==> src/rtl/arm_pipe_pkg.sv <==
// -----------------------------------------------------------------------------
// arm_pipe_pkg
//
// Shared definitions for the ARM pipeline hazard logic.
//   REG_AW_DEF  : default register-address width
//   REG_AW_MAX  : widest register address a scoreboard entry can hold; narrower
//                 addresses are zero-extended into the dest field
//   FWD_RF      : forwarding-select code meaning "read the register file"
//   sb_entry_t  : one in-flight writer tracked between ID and write-back
// -----------------------------------------------------------------------------
package arm_pipe_pkg;

    localparam int REG_AW_DEF = 4;
    localparam int REG_AW_MAX = 8;
    localparam int FWD_RF     = 0;

    typedef struct packed {
        logic                  valid;     // slot holds a real instruction
        logic                  wb_en;     // instruction writes a register
        logic                  mem_read;  // instruction is a load
        logic [REG_AW_MAX-1:0] dest;      // destination register (zero-extended)
    } sb_entry_t;

endpackage

==> src/rtl/hazard_scoreboard_if.sv <==
// -----------------------------------------------------------------------------
// hazard_scoreboard_if
//
// Bundle between the ID stage and the hazard scoreboard.
//   master : the ID stage; drives the decoded instruction fields and flush,
//            receives stall, forwarding selects and the status outputs
//   slave  : the scoreboard; the reverse directions
//
// Signals:
//   id_valid               ID holds a real instruction
//   id_rn / id_rm          source register addresses
//   id_rn_used / id_rm_used  source is actually read
//   id_wb_en / id_mem_read ID instruction writes back / is a load
//   id_dest                ID destination register
//   flush                  taken branch, ID instruction is discarded
//   stall                  freeze IF/ID, bubble into EX
//   fwd_sel_rn / fwd_sel_rm  0 = register file, k = result of entry k-1
//   inflight               number of valid writers in the scoreboard
//   stall_cnt              saturating stall-cycle count
// -----------------------------------------------------------------------------
interface hazard_scoreboard_if #(
    parameter int REG_AW = 4,
    parameter int DEPTH  = 2,
    parameter int CNT_W  = 16
);

    localparam int SEL_W = $clog2(DEPTH + 1);

    logic              id_valid;
    logic [REG_AW-1:0] id_rn;
    logic [REG_AW-1:0] id_rm;
    logic              id_rn_used;
    logic              id_rm_used;
    logic              id_wb_en;
    logic              id_mem_read;
    logic [REG_AW-1:0] id_dest;
    logic              flush;

    logic              stall;
    logic [SEL_W-1:0]  fwd_sel_rn;
    logic [SEL_W-1:0]  fwd_sel_rm;
    logic [SEL_W-1:0]  inflight;
    logic [CNT_W-1:0]  stall_cnt;

    modport master (
        output id_valid, id_rn, id_rm, id_rn_used, id_rm_used,
               id_wb_en, id_mem_read, id_dest, flush,
        input  stall, fwd_sel_rn, fwd_sel_rm, inflight, stall_cnt
    );

    modport slave (
        input  id_valid, id_rn, id_rm, id_rn_used, id_rm_used,
               id_wb_en, id_mem_read, id_dest, flush,
        output stall, fwd_sel_rn, fwd_sel_rm, inflight, stall_cnt
    );

endinterface

==> src/rtl/hazard_match.sv <==
// -----------------------------------------------------------------------------
// hazard_match
//
// Combinational comparator for one source operand against every scoreboard
// entry, followed by a youngest-first priority encoder.
//   src, src_used : source register and whether the instruction reads it
//   entries       : scoreboard contents, index 0 is the youngest (EX)
//   hit           : some valid writer targets src
//   idx           : index of the youngest such writer
//   is_load       : that writer is a load
// -----------------------------------------------------------------------------
module hazard_match
    import arm_pipe_pkg::*;
#(
    parameter int REG_AW = REG_AW_DEF,
    parameter int DEPTH  = 2,
    localparam int IDX_W = (DEPTH > 1) ? $clog2(DEPTH) : 1
) (
    input  logic [REG_AW-1:0]     src,
    input  logic                  src_used,
    input  sb_entry_t [DEPTH-1:0] entries,
    output logic                  hit,
    output logic [IDX_W-1:0]      idx,
    output logic                  is_load
);

    always_comb begin
        // NOTE: every output gets a default before the loop, so no path
        // leaves one unassigned and no latch is inferred.
        hit     = 1'b0;
        idx     = '0;
        is_load = 1'b0;
        // NOTE: blocking assignments let a later iteration overwrite an
        // earlier one; scanning from the oldest entry down to entry 0 makes
        // the youngest matching writer the one that survives.
        for (int k = DEPTH - 1; k >= 0; k--) begin
            if (src_used && entries[k].valid && entries[k].wb_en &&
                (entries[k].dest == REG_AW_MAX'(src))) begin
                hit     = 1'b1;
                idx     = IDX_W'(k);
                is_load = entries[k].mem_read;
            end
        end
    end

endmodule

==> src/rtl/hazard_scoreboard.sv <==
// -----------------------------------------------------------------------------
// hazard_scoreboard
//
// Hazard detection and forwarding control at the ID/EX boundary. Every writer
// leaving ID is tracked in a DEPTH-entry shift register until its result is
// visible in the register file. Each cycle the ID sources are checked against
// it to produce a stall and per-source forwarding selects.
//
// Parameters:
//   REG_AW   register-address width (at most arm_pipe_pkg::REG_AW_MAX)
//   DEPTH    tracked stages after ID (entry 0 = EX, entry 1 = MEM, ...)
//   FWD_EN   1 = forwarding mode, 0 = stall-only mode
//   LOAD_LAT lowest entry index from which a load result can be forwarded
//   CNT_W    stall-counter width
//
// Ports:
//   clk  rising-edge clock
//   rst  synchronous active-high reset
//   bus  hazard_scoreboard_if slave: ID fields and flush in; stall,
//        fwd_sel_rn/rm, inflight and stall_cnt out (all combinational from
//        the current scoreboard except stall_cnt, which is registered)
// -----------------------------------------------------------------------------
module hazard_scoreboard
    import arm_pipe_pkg::*;
#(
    parameter int REG_AW   = REG_AW_DEF,
    parameter int DEPTH    = 2,
    parameter int FWD_EN   = 1,
    parameter int LOAD_LAT = 1,
    parameter int CNT_W    = 16
) (
    input  logic               clk,
    input  logic               rst,
    hazard_scoreboard_if.slave bus
);

    localparam int SEL_W = $clog2(DEPTH + 1);
    localparam int IDX_W = (DEPTH > 1) ? $clog2(DEPTH) : 1;

    // -------------------------------------------------------------------------
    // State
    // -------------------------------------------------------------------------
    sb_entry_t [DEPTH-1:0] sb_q;
    sb_entry_t [DEPTH-1:0] sb_d;
    logic [CNT_W-1:0]      stall_cnt_q;
    logic [CNT_W-1:0]      stall_cnt_d;

    // -------------------------------------------------------------------------
    // Per-source match against the scoreboard
    // -------------------------------------------------------------------------
    logic             rn_hit;
    logic             rm_hit;
    logic [IDX_W-1:0] rn_idx;
    logic [IDX_W-1:0] rm_idx;
    logic             rn_is_load;
    logic             rm_is_load;

    hazard_match #(
        .REG_AW (REG_AW),
        .DEPTH  (DEPTH)
    ) u_match_rn (
        .src      (bus.id_rn),
        .src_used (bus.id_rn_used),
        .entries  (sb_q),
        .hit      (rn_hit),
        .idx      (rn_idx),
        .is_load  (rn_is_load)
    );

    hazard_match #(
        .REG_AW (REG_AW),
        .DEPTH  (DEPTH)
    ) u_match_rm (
        .src      (bus.id_rm),
        .src_used (bus.id_rm_used),
        .entries  (sb_q),
        .hit      (rm_hit),
        .idx      (rm_idx),
        .is_load  (rm_is_load)
    );

    // -------------------------------------------------------------------------
    // Stall qualification
    // -------------------------------------------------------------------------
    logic rn_load_haz;
    logic rm_load_haz;
    logic hazard;
    logic stall;

    always_comb begin
        // A load result only reaches the bypass network once it sits at
        // entry LOAD_LAT or older; a younger load must be waited for.
        rn_load_haz = rn_hit && rn_is_load && (int'(rn_idx) < LOAD_LAT);
        rm_load_haz = rm_hit && rm_is_load && (int'(rm_idx) < LOAD_LAT);

        if (FWD_EN != 0) begin
            hazard = rn_load_haz || rm_load_haz;
        end else begin
            hazard = rn_hit || rm_hit;
        end

        // A flushed or empty ID slot never needs to wait for anything.
        stall = hazard && bus.id_valid && !bus.flush;
    end

    // -------------------------------------------------------------------------
    // Forwarding selects
    // -------------------------------------------------------------------------
    logic [SEL_W-1:0] fwd_sel_rn;
    logic [SEL_W-1:0] fwd_sel_rm;

    always_comb begin
        fwd_sel_rn = SEL_W'(FWD_RF);
        fwd_sel_rm = SEL_W'(FWD_RF);
        // Under stall the ID instruction becomes a bubble, so the selects are
        // parked on the register file. Without stall any hit is forwardable.
        if ((FWD_EN != 0) && !stall) begin
            if (rn_hit) begin
                fwd_sel_rn = SEL_W'(rn_idx) + SEL_W'(1);
            end
            if (rm_hit) begin
                fwd_sel_rm = SEL_W'(rm_idx) + SEL_W'(1);
            end
        end
    end

    // -------------------------------------------------------------------------
    // Scoreboard shift: entry 0 takes the ID instruction when it advances,
    // otherwise a bubble. Older entries always shift, flush or not.
    // -------------------------------------------------------------------------
    always_comb begin
        sb_d[0] = '0;
        if (bus.id_valid && !stall && !bus.flush) begin
            sb_d[0].valid    = 1'b1;
            sb_d[0].wb_en    = bus.id_wb_en;
            sb_d[0].mem_read = bus.id_mem_read;
            sb_d[0].dest     = REG_AW_MAX'(bus.id_dest);
        end
        for (int k = 1; k < DEPTH; k++) begin
            sb_d[k] = sb_q[k-1];
        end
    end

    // -------------------------------------------------------------------------
    // In-flight writer count
    // -------------------------------------------------------------------------
    logic [SEL_W-1:0] inflight;

    always_comb begin
        inflight = '0;
        for (int k = 0; k < DEPTH; k++) begin
            if (sb_q[k].valid && sb_q[k].wb_en) begin
                inflight = inflight + SEL_W'(1);
            end
        end
    end

    // -------------------------------------------------------------------------
    // Saturating stall counter
    // -------------------------------------------------------------------------
    always_comb begin
        stall_cnt_d = stall_cnt_q;
        if (stall && (stall_cnt_q != '1)) begin
            stall_cnt_d = stall_cnt_q + CNT_W'(1);
        end
    end

    // -------------------------------------------------------------------------
    // Registers
    // -------------------------------------------------------------------------
    always_ff @(posedge clk) begin
        // NOTE: the scoreboard is a handful of flops, not a RAM, and must be
        // reset: a stale valid bit would raise a phantom stall after reset.
        if (rst) begin
            // NOTE: non-blocking assignments so every flop samples the
            // pre-edge values regardless of statement order.
            sb_q        <= '0;
            stall_cnt_q <= '0;
        end else begin
            sb_q        <= sb_d;
            stall_cnt_q <= stall_cnt_d;
        end
    end

    // -------------------------------------------------------------------------
    // Outputs
    // -------------------------------------------------------------------------
    assign bus.stall      = stall;
    assign bus.fwd_sel_rn = fwd_sel_rn;
    assign bus.fwd_sel_rm = fwd_sel_rm;
    assign bus.inflight   = inflight;
    assign bus.stall_cnt  = stall_cnt_q;

endmodule

==> src/flat_wrapper.sv <==
// flat-port wrapper written by rule: the top's interface ports become plain ports
module hazard_scoreboard_flat import arm_pipe_pkg::*;
#(
    parameter int REG_AW   = REG_AW_DEF,
    parameter int DEPTH    = 2,
    parameter int FWD_EN   = 1,
    parameter int LOAD_LAT = 1,
    parameter int CNT_W    = 16
)
  (clk, rst, bus_id_valid, bus_id_rn, bus_id_rm, bus_id_rn_used, bus_id_rm_used, bus_id_wb_en, bus_id_mem_read, bus_id_dest, bus_flush, bus_stall, bus_fwd_sel_rn, bus_fwd_sel_rm, bus_inflight, bus_stall_cnt);
  hazard_scoreboard_if #(.REG_AW(REG_AW), .DEPTH(DEPTH), .CNT_W(CNT_W)) bus_i ();
  input  logic clk;
  input  logic rst;
  input wire logic [$bits(bus_i.id_valid)-1:0] bus_id_valid;
  input wire logic [$bits(bus_i.id_rn)-1:0] bus_id_rn;
  input wire logic [$bits(bus_i.id_rm)-1:0] bus_id_rm;
  input wire logic [$bits(bus_i.id_rn_used)-1:0] bus_id_rn_used;
  input wire logic [$bits(bus_i.id_rm_used)-1:0] bus_id_rm_used;
  input wire logic [$bits(bus_i.id_wb_en)-1:0] bus_id_wb_en;
  input wire logic [$bits(bus_i.id_mem_read)-1:0] bus_id_mem_read;
  input wire logic [$bits(bus_i.id_dest)-1:0] bus_id_dest;
  input wire logic [$bits(bus_i.flush)-1:0] bus_flush;
  output wire logic [$bits(bus_i.stall)-1:0] bus_stall;
  output wire logic [$bits(bus_i.fwd_sel_rn)-1:0] bus_fwd_sel_rn;
  output wire logic [$bits(bus_i.fwd_sel_rm)-1:0] bus_fwd_sel_rm;
  output wire logic [$bits(bus_i.inflight)-1:0] bus_inflight;
  output wire logic [$bits(bus_i.stall_cnt)-1:0] bus_stall_cnt;
  assign bus_i.id_valid = bus_id_valid;
  assign bus_i.id_rn = bus_id_rn;
  assign bus_i.id_rm = bus_id_rm;
  assign bus_i.id_rn_used = bus_id_rn_used;
  assign bus_i.id_rm_used = bus_id_rm_used;
  assign bus_i.id_wb_en = bus_id_wb_en;
  assign bus_i.id_mem_read = bus_id_mem_read;
  assign bus_i.id_dest = bus_id_dest;
  assign bus_i.flush = bus_flush;
  assign bus_stall = bus_i.stall;
  assign bus_fwd_sel_rn = bus_i.fwd_sel_rn;
  assign bus_fwd_sel_rm = bus_i.fwd_sel_rm;
  assign bus_inflight = bus_i.inflight;
  assign bus_stall_cnt = bus_i.stall_cnt;
  hazard_scoreboard #(.REG_AW(REG_AW), .DEPTH(DEPTH), .FWD_EN(FWD_EN), .LOAD_LAT(LOAD_LAT), .CNT_W(CNT_W)) u_core (.clk(clk), .rst(rst), .bus(bus_i));
endmodule
==> config.mk <==
export PLATFORM = sky130hd
export DESIGN_NAME = hazard_scoreboard_flat
export DESIGN_NICKNAME = d
export VERILOG_FILES = /design/src/rtl/arm_pipe_pkg.sv /design/src/rtl/hazard_scoreboard_if.sv /design/src/rtl/hazard_match.sv /design/src/rtl/hazard_scoreboard.sv /design/src/flat_wrapper.sv
export SDC_FILE = /design/constraint.sdc
export NUM_CORES = 1
export LEC_CHECK = 0
export CORE_AREA = 2 2 60 62
export DETAILED_ROUTE_END_ITERATION = 16
export DIE_AREA = 0 0 62 64
export GPL_ROUTABILITY_DRIVEN = 0
export PLACE_DENSITY = 0.8
export SKIP_CTS_REPAIR_TIMING = 1
export SYNTH_ARGS = -nofsm -noshare
export SYNTH_HDL_FRONTEND = slang
export SYNTH_SLANG_ARGS = --single-unit
==> constraint.sdc <==
create_clock -name clk -period 2.2 [get_ports clk]
set_clock_uncertainty 0.05 [all_clocks]
set_input_delay 0.22 -clock clk [delete_from_list [all_inputs] [get_ports clk]]
set_output_delay 0.22 -clock clk [all_outputs]
set_load 0.03 [all_outputs]
==> results of run 1 <==
[per-stage QoR]
| step | hold WS, ns | power [mW] | utilization (%) | area [sq um] | cells |
|---|---|---|---|---|---|
| 2_1_floorplan | 0.242 | 0.579 | - | 1480 | 168 |
| 4_1_cts | 0.392 | 0.965 | 63.9 | 2100 | 273 |
| 3_5_place_dp | 0.410 | 0.644 | 62.2 | 2040 | 266 |
| 5_1_grt | 0.389 | 0.993 | 64.0 | 2100 | 273 |
| 6_report | 0.401 | 0.953 | 64.0 | 2100 | 273 |
| 3_3_place_gp | 0.398 | 0.642 | 62.2 | 2040 | 266 |
[layout make-up]
class                   instances  area, sq um
inverters                       4         15.0
clock buffers                   7         55.1
well taps                      46         57.6
flip-flops and latches         29          581
multi-input cells             128          852
repair buffers                 59          541
fillers                       303         1180
[layer usage]
layer  share of wire, %  GRT usage (%)  vias up
met5                  0              0        -
met4                2.2           9.57        0
met3                4.5           4.86        5
met2                 49           33.3       32
met1                 44           25.3      689
li1                   -              -      745
[cell families (layout without fill, tap and decap cells)]
| logic type | Yosys count | after routing | synth area share [%] |
|---|---|---|---|
| simple gates | 73 | 73 | 30.5 |
| compound gates | 36 | 36 | 15.3 |
| flops | 29 | 29 | 39.4 |
| xor+xnor | 16 | 16 | 9.50 |
| buf+inv | 11 | 70 | 2.88 |
| fa+ha+maj | 2 | 2 | 1.70 |
| mux | 1 | 1 | 0.763 |
[registers in the layout, indices dropped and copies added, names as in the netlist]
signal                cells
u_core.sb_q               6
u_core.bus.stall_cnt     16
u_core.sb_d               7
[worst max path at each step]
stage	start	endpoint	slack, ns	cells after the start
after floorplan	u_core.sb_d[19]	bus_fwd_sel_rm[1]	0.27	6
after global placement	bus_flush	bus_stall	-0.10	6
after detailed placement	bus_flush	bus_stall	-0.14	6
after CTS	bus_flush	bus_stall	-0.15	6
after global routing	bus_flush	bus_fwd_sel_rn[1]	0.02	7
final	u_core.sb_d[20]	bus_inflight[0]	0.15	3
[cell usage in the layout, fill, tap and decap left out, types with 2 or more instances in the layout]
cell             instances
clkbuf_4                 5
xor2_1                   6
dfxtp_1                 29
nand3_1                 11
buf_4                   21
or4_1                    6
o2111ai_1                2
nand2_1                  2
and4_1                   6
or3_1                    8
and2_1                   9
nand4_1                  8
o21ai_0                  9
and3_1                   4
o31ai_1                  6
a21oi_1                 15
nor2_1                   5
inv_1                    4
nor3_1                   4
xnor2_1                 10
ha_1                     2
clkdlybuf4s50_1         37
nor2b_1                  7
[power breakdown]
| group | internal (mW) | switching, mW |
|---|---|---|
| sequential | 0.530 | 0.00424 |
| clock | 0.150 | 0.170 |
| combinational | 0.0616 | 0.0359 |
[worst max-delay path, stage by stage, from the launching register on]
cell and delay (ns):
dfxtp_1 0.31, and2_1 0.20, ha_1 0.29, clkdlybuf4s50_1 0.66
==> results.json, run 1 <==
{
  "outcome": "completed",
  "ioPinCount": 43,
  "syn-num-nets": 190,
  "synth_edf_count": 0,
  "detail-route-antenna-nets": 0,
  "hold_viol": 0,
  "vdd_drop_max_mv": 0.312,
  "antenna_found_initial": 0,
  "tns_ns": 0,
  "vias_per_cell": 5.39,
  "path_clk_slew_ns": 0.08,
  "synth_cell_type_count": 31,
  "p_per_area_nw_per_um2": 453,
  "reg2reg_to": "u_core.bus.stall_cnt[7]",
  "drv_slew": 0,
  "max_freq_mhz": 487,
  "yosysTopAreaCellShare_pct": 39.4,
  "io_buffers": 42,
  "rows": 21,
  "numCtsBuffers": 5,
  "syn_area_sq_um": 1480,
  "rsz0062_at_grt": "no",
  "drive_above_1_share_pct": 13.7,
  "synth-main-ff-cell": "dfxtp_1",
  "final_nets": 249,
  "areaGrowthSynthToFinish_pct": 42.4,
  "reg2reg_depth": 6,
  "dr.pass1.iters": 4,
  "grt-ovfl-total": 0,
  "drtIter0Drc": 68,
  "cts_root_buf": "clkbuf_4",
  "die-height_um": 64,
  "period_needed_ns": 2.05,
  "place_ws_ns": -0.142,
  "worstHoldStart": "bus_id_dest[3]",
  "start_kind": "flop",
  "drc": 0,
  "cp.required_ns": 1.93,
  "slew_headroom_pct": 75.2,
  "yosysTopAreaCell": "dfxtp_1",
  "drt-total-wl_um": 3570,
  "leakagePower_nw": 0.771,
  "htree_levels": 2,
  "postSynthCellCount": 168,
  "fin_ws_ns": 0.146,
  "syn_avg_cell_area_sq_um": 8.78,
  "hold_path_depth": 2,
  "cts_tree": "built",
  "wl_per_cell_um": 13.1,
  "path_class": "reg -> out",
  "via_count": 1471,
  "ys_warn_count": 0,
  "clock_latency_ns": 0.33,
  "die-area_sq_um": 3970,
  "clkSinkCount": 29,
  "cp_max_fo": 5,
  "finalSetupViolCount": 0,
  "ys_top_cells_by_area": "dfxtp_1 (39%), xnor2_1 (5.9%), a21oi_1 (5.1%), and2_1 (3.8%), nand3_1 (3.7%)",
  "fin_crit_sh_pct": 93.3,
  "dp_hpwl_um": 2730,
  "maxCapViolations": 0,
  "track_usage_pct": 20.7,
  "regToRegStartpoint": "u_core.sb_d[12]",
  "rrSetupSlack_ns": 0.26,
  "hold_class": "in -> reg",
  "synth_most_common_cell": "dfxtp_1",
  "grt_pass1_vias": 1355,
  "worst_pin_slew_ns": 0.371,
  "grt_max_degree": 17,
  "synth_seq_area_share_pct": 39.4,
  "die_w_um": 62,
  "core_sq_um": 3280,
  "grt_pass1_wl_um": 6110,
  "clockBufferDepth": 2,
  "end_kind": "output port",
  "hold_end": "u_core.sb_d[14]",
  "ys_async_sr_fraction_pct": 0,
  "num_antenna_cells": 0,
  "start_util_pct": 44.9,
  "critPathArrivalTime_ns": 1.78,
  "ys_ff_latch": 29,
  "synth_common_cells": "dfxtp_1 (29), a21oi_1 (15), nand3_1 (11)"
}
No activity file was read; power rests on OpenSTA's default activity.
==> inputs of run 2 (changes only) <==
--- a/config.mk
+++ b/config.mk
@@ -5,6 +5,7 @@
 export SDC_FILE = /design/constraint.sdc
 export NUM_CORES = 1
 export LEC_CHECK = 0
+export CAP_MARGIN = 5
 export CORE_AREA = 2 2 60 62
 export DETAILED_ROUTE_END_ITERATION = 16
 export DIE_AREA = 0 0 62 64
==> results of run 2 <==
No change in the layout: final DEF, timing and power equal those of run 1.
